$ cat src/rtl/toy_phy_reg_release_queue.sv
// toy_phy_reg_release_queue
//   Release-side queue for one physical register class (INT or FP).
//   Collects old-destination physical IDs from committing instructions,
//   buffers them in a circular queue and drains up to RELEASE_NUM per cycle
//   as a registered one-cycle release bitmap for the regfile status block.
//
// Ports:
//   clk                clock
//   rst_n              synchronous active-low reset
//   v_commit_vld       per-lane commit valid (old mapping to be freed)
//   v_commit_old_id    per-lane old physical ID
//   commit_rdy         queue can accept a full commit group this cycle
//   v_reg_phy_release  release bitmap, one-cycle pulse per drained ID
//   queue_cnt          current occupancy
//   queue_empty        occupancy == 0
//
// Build options:
//   TOY_RELEASE_BYPASS_EN  when the queue is empty, up to RELEASE_NUM valid
//                          lanes skip the queue and release after one edge.
//   TOY_SIM                enables simulation assertions (commit while not
//                          ready, duplicate ID within one drain group).
module toy_phy_reg_release_queue #(
  parameter int unsigned MODE             = 0,
  parameter int unsigned COMMIT_NUM       = 4,
  parameter int unsigned RELEASE_NUM      = 2,
  parameter int unsigned DEPTH            = 16,
  parameter int unsigned PHY_REG_NUM      = 64,
  parameter int unsigned PHY_REG_ID_WIDTH = 6
) (
  input  logic                                         clk,
  input  logic                                         rst_n,
  input  logic [COMMIT_NUM-1:0]                        v_commit_vld,
  input  logic [COMMIT_NUM-1:0][PHY_REG_ID_WIDTH-1:0]  v_commit_old_id,
  output logic                                         commit_rdy,
  output logic [PHY_REG_NUM-1:0]                       v_reg_phy_release,
  output logic [$clog2(DEPTH):0]                       queue_cnt,
  output logic                                         queue_empty
);

  localparam int unsigned AW = $clog2(DEPTH);
  localparam int unsigned PW = AW + 1;
  localparam logic [PW-1:0] DEPTH_P   = PW'(DEPTH);
  localparam logic [PW-1:0] COMMIT_P  = PW'(COMMIT_NUM);
  localparam logic [PW-1:0] RELEASE_P = PW'(RELEASE_NUM);

  // Pointers carry one extra wrap bit; slot index is the low AW bits.
  logic [PW-1:0]               wr_ptr;
  logic [PW-1:0]               rd_ptr;
  logic [PHY_REG_ID_WIDTH-1:0] mem [DEPTH];

  logic [COMMIT_NUM-1:0]       lane_vld;
  logic [COMMIT_NUM-1:0]       push_en;
  logic [PW-1:0]               push_off [COMMIT_NUM];
  logic [PW-1:0]               wr_addr  [COMMIT_NUM];
  logic [PW-1:0]               rd_addr  [RELEASE_NUM];
  logic [PW-1:0]               push_cnt;
  logic [PW-1:0]               drain_n;
  logic [PHY_REG_NUM-1:0]      release_next;
`ifdef TOY_RELEASE_BYPASS_EN
  int unsigned                 byp_cnt;
`endif

  assign queue_cnt   = wr_ptr - rd_ptr;
  assign queue_empty = (queue_cnt == '0);
  assign commit_rdy  = (DEPTH_P - queue_cnt) >= COMMIT_P;
  assign drain_n     = (queue_cnt < RELEASE_P) ? queue_cnt : RELEASE_P;

  // INT class never frees physical register 0; a group offered while not
  // ready is dropped whole rather than partially accepted.
  always_comb begin
    for (int unsigned i = 0; i < COMMIT_NUM; i++) begin
      lane_vld[i] = v_commit_vld[i] & commit_rdy &
                    ((MODE != 0) | (v_commit_old_id[i] != '0));
    end
  end

  always_comb begin
    for (int unsigned j = 0; j < RELEASE_NUM; j++) begin
      rd_addr[j] = rd_ptr + PW'(j);
    end
  end

  // Lane compaction: the k-th pushed lane lands at wr_ptr + k. Only entries
  // present at start of cycle are drained into the next release bitmap.
  always_comb begin
    push_en      = '0;
    push_cnt     = '0;
    release_next = '0;
`ifdef TOY_RELEASE_BYPASS_EN
    byp_cnt      = 0;
`endif
    for (int unsigned i = 0; i < COMMIT_NUM; i++) begin
      push_off[i] = push_cnt;
      wr_addr[i]  = wr_ptr + push_cnt;
      if (lane_vld[i]) begin
`ifdef TOY_RELEASE_BYPASS_EN
        if (queue_empty && (byp_cnt < RELEASE_NUM)) begin
          release_next[v_commit_old_id[i]] = 1'b1;
          byp_cnt = byp_cnt + 1;
        end else begin
          push_en[i] = 1'b1;
          push_cnt   = push_cnt + PW'(1);
        end
`else
        push_en[i] = 1'b1;
        push_cnt   = push_cnt + PW'(1);
`endif
      end
    end
    for (int unsigned j = 0; j < RELEASE_NUM; j++) begin
      if (PW'(j) < drain_n) begin
        release_next[mem[rd_addr[j][AW-1:0]]] = 1'b1;
      end
    end
  end

  always_ff @(posedge clk) begin
    if (!rst_n) begin
      wr_ptr            <= '0;
      rd_ptr            <= '0;
      v_reg_phy_release <= '0;
    end else begin
      wr_ptr            <= wr_ptr + push_cnt;
      rd_ptr            <= rd_ptr + drain_n;
      v_reg_phy_release <= release_next;
    end
  end

  // Storage needs no reset: contents outside [rd_ptr, wr_ptr) are ignored.
  always_ff @(posedge clk) begin
    for (int unsigned i = 0; i < COMMIT_NUM; i++) begin
      if (push_en[i]) begin
        mem[wr_addr[i][AW-1:0]] <= v_commit_old_id[i];
      end
    end
  end

`ifdef TOY_SIM
  always_ff @(posedge clk) begin
    if (rst_n) begin
      assert (!((|v_commit_vld) && !commit_rdy))
        else $error("commit group offered while commit_rdy is low");
      for (int unsigned j = 0; j < RELEASE_NUM; j++) begin
        for (int unsigned k = j + 1; k < RELEASE_NUM; k++) begin
          if ((PW'(k) < drain_n) &&
              (mem[rd_addr[j][AW-1:0]] == mem[rd_addr[k][AW-1:0]])) begin
            assert (1'b0) else $error("physical register released twice");
          end
        end
      end
    end
  end
`endif

endmodule

$ cat config.mk
export PLATFORM = sky130hd
export DESIGN_NAME = toy_phy_reg_release_queue
export DESIGN_NICKNAME = d
export VERILOG_FILES = /design/src/rtl/toy_phy_reg_release_queue.sv
export SDC_FILE = /design/constraint.sdc
export NUM_CORES = 1
export LEC_CHECK = 0
export BUFFER_PORTS_ARGS = -buffer_cell sky130_fd_sc_hd__buf_2
export CAP_MARGIN = 20
export CORE_MARGIN = 2
export CORE_UTILIZATION = 55
export DETAILED_ROUTE_END_ITERATION = 10
export PLACE_DENSITY = 0.75
export SLEW_MARGIN = 20
export SYNTH_ARGS = -nofsm -noshare
export SYNTH_HDL_FRONTEND = slang
export SYNTH_SLANG_ARGS = --single-unit
export TNS_END_PERCENT = 20
$ cat constraint.sdc
create_clock -name clk -period 6.4 [get_ports clk]
set_input_delay 0.64 -clock clk [delete_from_list [all_inputs] [get_ports clk]]
set_output_delay 0.64 -clock clk [all_outputs]
set_load 0.02 [all_outputs]
After elaboration in Yosys (flattened, before gate mapping)
Memories as Yosys holds them, arrays and structs flattened. A register that Yosys moved wholly into a read port is not among the register bits. Cells that the tools add are included.

Order comparisons: 8. Mux-type cells: 24. Bitwise gates (word level): 9. Reductions and logical operators: 7. Add/subtract/negate cells: 11.

Operators with widths (number): 2-to-1 mux 64 bit (2); OR 64 bit (1); nonzero test 6 bit (4); 2-to-1 mux 5 bit (4); adder 5 x 1 -> 5 bit (second input constant) (3); 2-to-1 mux 1 bit (15); < comparator 6 x 7 -> 1 bit (second input constant) (2); adder 4 bit (3); demux 1 bit (select 6 bit) (2); >= comparator 6 x 1 -> 1 bit (second input constant) (2); adder 5 bit (2); < comparator 1 x 5 -> 1 bit (first input constant) (2); AND 1 bit (8); >= comparator 5 x 3 -> 1 bit (second input constant) (1); logical NOT 5 bit (1); < comparator 5 x 2 -> 1 bit (second input constant) (1); subtractor 5 bit (1); subtractor 5 bit (first input constant) (1); adder 4 x 1 -> 4 bit (second input constant) (1); 2-to-1 mux 4 bit (1); logical AND 1 bit (2).

Bits in writable memories: 96. Bits of input ports: 30. Memories kept: 1. Register bits: 74.

Memory list: mem (depth 16, bits a word 6, read ports 2, clocked after memory_dff 1, wr ports 4, RTL line 49) `logic [PHY_REG_ID_WIDTH-1:0] mem [DEPTH];`.

Longest topological paths before layout
Depth after elaboration: 13. Gate-level depth with buffers: 29. Gate-level depth less buffers: 25.

Worst setup path after synthesis
No wires, ideal clock.

Path type: flip-flop to flip-flop. From: register rd_ptr[1]. To: memory mem[9][0], enable pin. Setup time: 0.327 ns. Buffers on the path: 6. Slack: -0.092 ns. Data required time: 6.073 ns. Clock period less this slack: 6.492 ns. Stages on the path, launching flop included: 28. Data arrival time: 6.164 ns. Cell sequence: dfxtp_1 buf_2 buf_1 inv_1 ha_1 nor2b_1 o21a_1 o21ai_0 and2_1 nor2_1 ha_1 nand4_1 a211oi_4 or2_1 buf_2 buf_2 nor2_1 inv_1 ha_1 xor2_1 ha_1 inv_1 fa_1 buf_1 inv_1 or4_1 clkbuf_1 nand4_1.

RTL lines: start, declared (RTL line 48) `logic [PW-1:0] rd_ptr;`; start signal, assigned (RTL line 124) `rd_ptr <= rd_ptr + drain_n;`; end, declared (RTL line 49).

==> summary.md <==
| Metric | Value |
|---|---|
| Clock transition at path regs | `0.07 ns` |
| Ys flop type | `edfxtp_1` |
| Most frequent CP cell | `ha_1` |
| Critical path depth in cells | `22` |
| Fin nets | `1,325` |
| Routed met2 length | `19.39 mm` |
| Vias in the first global route | `10,170` |
| Startpoint Class | `flip-flop` |
| Reg2Reg Capture Point | `mem[8][1]$_DFFE_PP_` |
| Biggest cell delay along the critical path | `0.46 ns` |
| DP HPWL | `32.20 mm` |
| # DRC | `0` |
| Hold Fails Final Rpt | `0` |
| Synthesized instance count | `1,203` |
| Hold Crit Class | `flip-flop to flip-flop` |
| Yosys reg bits | `170` |
| CTS H-tree lvls | `4` |
| Clock buffer depth | `2` |
| Minimum clock period | `6.175 ns` |
| Met3 routed WL | `5.432 mm` |
| Post-Syn Area | `11,760 µm²` |
| Die Height | `150.2 µm` |
| Worst-Skew Late Latency | `0.45 ns` |
| Final Skew | `0.01365 ns` |
| Largest net degree at the start of global routing | `60` |
| Initial antenna violation count | `2` |
| R2R setup slack | `0.22 ns` |
| Critical Path Fanout Max | `7` |
| CTS root buf | `clkbuf_16` |
| First-pass GRT wire length | `64.70 mm` |
| Routed wire per std cell | `28.24 µm` |
| WL met1 | `15.93 mm` |
| CP Buf/Inv Count | `4` |
| Share of cells above drive strength 1 | `20.55%` |
| RSZ-0062 raised after global routing | `true` |
| Detailed-route vias per instance | `7.217` |
| Critical Path Sink | `mem[8][1]$_DFFE_PP_` |
| Slew Viols, Final | `0` |
| Outcome | `complete, no violations` |
| GR Overflow Total | `0` |
| Cell variety after synth | `73` |
| Critical-path cell list | `inv_1 > ha_1 > inv_1 > fa_1 > a21o_1 > a21oi_1 > xor2_1 > ha_1 > nand4b_1 > a211oi_4 > or2_1 > or2_2 > ha_1 > xor2_1 > ha_1 > inv_1 > fa_1 > xnor2_1 > buf_4 > nor2_1 > nand4_1 > nand4_1` |
| Initial Utilization | `55.94%` |
| DRT Wirelength | `43.91 mm` |
| Post-Layout Cell Count | `1,555` |
| Critical path required time | `6.51 ns` |
| Via count | `11,222` |
| Clock sinks | `170` |
| Top Layer Used | `met4` |
| F_max | `0.1619 GHz` |
| Worst hold margin | `0.5626 ns` |
| Reg-to-reg critical path startpoint | `wr_ptr[0]$_SDFF_PN0_` |
| Critical path data arrival time | `6.29 ns` |
| Inserted Clock Buffers | `17` |
| Warnings from Yosys | `0` |
| Sequential share of the synthesized area | `37.11%` |
| Synthesized area per cell | `9.775 µm²` |
| Max-cap violation count | `0` |
| Total track usage | `39.49%` |
| Reg2reg path depth | `22` |
| Clock tree from TritonCTS | `done` |
| IO Count | `101` |
| DRT Pass-1 Iters | `7` |
| Worst Tran Pin Value | `1.043 ns` |
| Worst path top cell family by delay | `simple AND/OR/NAND/NOR gates` |
| Endpoints failing setup | `0` |
| Antenna diodes | `0` |
| CP Launch Point | `wr_ptr[0]$_SDFF_PN0_` |
| Slowest-stage cell, CP | `nand4_1` |
| Port Buffers | `100` |
| Slew HR | `30.47%` |
| Placed cells | `1,523` |
| CP endpoint kind | `flip-flop` |
| Sum Neg Setup Slack | `0 ns` |
| Initial DRC Count | `1,739` |
| Final estimated routing congestion in global placement | `1.127` |
| Die Wd | `150.2 µm` |
| Area growth syn-to-layout | `11.36%` |
| ANT nets after route | `0` |
| Number of placement rows | `53` |
| Ys async rst share | `0%` |
| Die ar. | `22,560 µm²` |
| Post-route clock period utilization | `96.49%` |
| EDFF count, synth | `96` |
| Core area | `21,020 µm²` |
| CP Class | `flip-flop to flip-flop` |
## placed cells by master (no fill, tap or decap), drive strengths merged, types with 4 or more instances in the layout
cell type | synthesis | layout
o21ai | 80 | 80
buf | 35 | 137
or3 | 11 | 11
inv | 28 | 37
o2111ai | 4 | 4
xnor2 | 13 | 13
mux2 | 5 | 5
a221oi | 95 | 95
ha | 23 | 23
clkbuf | 59 | 17
a21o | 5 | 5
nand2 | 126 | 126
dfxtp | 74 | 74
nand2b | 24 | 24
or4 | 5 | 5
and3 | 7 | 7
o31ai | 30 | 30
a31oi | 5 | 5
clkinv | 0 | 5
o2bb2ai | 48 | 48
fa | 5 | 5
xor2 | 9 | 9
and2 | 12 | 12
or2 | 12 | 12
mux4 | 50 | 50
mux2i | 29 | 29
o22ai | 85 | 85
edfxtp | 96 | 96
nand3 | 34 | 34
nand4 | 10 | 10
nor2b | 11 | 11
nor2 | 81 | 81
nor3 | 39 | 39
a21oi | 9 | 9
## through the flow
stage	utilization, %	instance area [µm²]	setup WS [ns]
final	62.29	13100	0.2245
after floorplan	-	11770	0.07254
after global routing	62.29	13100	-0.07454
after global placement	59.32	12470	0.1552
after detailed placement	59.35	12480	0.3847
after CTS	62.20	13080	0.3521
## cell usage after synthesis (10+ instances only)
master | count | share of area [%]
nand2_1 | 126 | 4.0
a221oi_1 | 95 | 7.1
o22ai_1 | 78 | 4.1
o2bb2ai_1 | 48 | 3.6
and2_1 | 12 | 0.64
nand4_1 | 10 | 0.53
mux4_2 | 45 | 8.6
nand2b_1 | 22 | 1.2
nor2_1 | 81 | 2.6
edfxtp_1 | 96 | 25
nor2b_1 | 11 | 0.59
xnor2_1 | 12 | 0.89
o21ai_0 | 33 | 1.4
inv_1 | 19 | 0.61
nand3_1 | 34 | 1.4
dfxtp_1 | 74 | 13
buf_2 | 15 | 0.64
or3_1 | 11 | 0.59
ha_1 | 23 | 2.4
nor3_1 | 32 | 1.4
mux2i_1 | 28 | 2.4
clkbuf_1 | 59 | 1.9
o21ai_1 | 47 | 2.0
o31ai_1 | 28 | 1.8
## state kept, by name, summed over array words and instances (netlist names), named ones only
signal	count
mem	96
rd_ptr	4
v_reg_phy_release	64
wr_ptr	5
## how the worst min path moves through the flow
stage / start / depth (start not counted) / slack (ns) / endpoint
detailed placement: wr_ptr[0]$_SDFF_PN0_ / 2 / 0.55 / flip-flop
finish: wr_ptr[0]$_SDFF_PN0_ / 2 / 0.56 / flip-flop
global route: wr_ptr[0]$_SDFF_PN0_ / 2 / 0.59 / flip-flop
global placement: wr_ptr[0]$_SDFF_PN0_ / 2 / 0.52 / flip-flop
CTS: wr_ptr[0]$_SDFF_PN0_ / 2 / 0.57 / flip-flop
floorplan: rd_ptr[4]$_SDFF_PN0_ / 2 / 0.57 / rd_ptr[4]$_SDFF_PN0_
## per-layer routing
layer  vias up  global-route usage [%]
met3       229                   8.636
met1      5204                   51.27
li1       4910                       -
met4         0                   21.93
met2       879                   61.55
met5         -                       0
## worst reg2reg max path: stages, from the launching register on
cell and delay (ns):
dfxtp_1 0.33, inv_1 0.12, ha_1 0.19, inv_1 0.06
fa_1 0.41, a21o_1 0.18, a21oi_1 0.17, xor2_1 0.25
ha_1 0.32, nand4b_1 0.17, a211oi_4 0.09, or2_1 0.28
or2_2 0.34, ha_1 0.37, xor2_1 0.26, ha_1 0.21
inv_1 0.06, fa_1 0.41, xnor2_1 0.19, buf_4 0.18
nor2_1 0.36, nand4_1 0.44, nand4_1 0.46
## timing repair
action                     in CTS  in global routing
hold buffers                    0                  0
setup endpoints to repair       0                 41
setup buffers                   0                  0
resized for setup               0                  4
## logic make-up (layout without fill, tap and decap cells)
kind of cell               after synthesis  in the layout  synth area share, %
and+or+nand+nor                        389            389                16.28
AOI/OAI and AO/OA                      387            387                24.36
DFF                                    170            170                37.11
buffers and inverters                  122            197                4.501
muxes                                   84             84                12.72
adders and majority gates               28             28                3.299
xor gates and xnor gates                22             22                1.703
other                                    1              3              0.03189
## layout make-up
cell class | count | area, µm²
Sequential cell | 170 | 4365
Multi-Input combinational cell | 913 | 6902
Clock buffer | 17 | 425.4
Clock inverter | 15 | 175.2
Tap cell | 275 | 344.1
Fill cell | 1702 | 7926
Inverter | 28 | 105.1
Timing Repair Buffer | 137 | 778.2
Power is left out: the tool's default activity adds up to more than one toggle a clock period on the data nets, which glitch-free logic cannot reach.
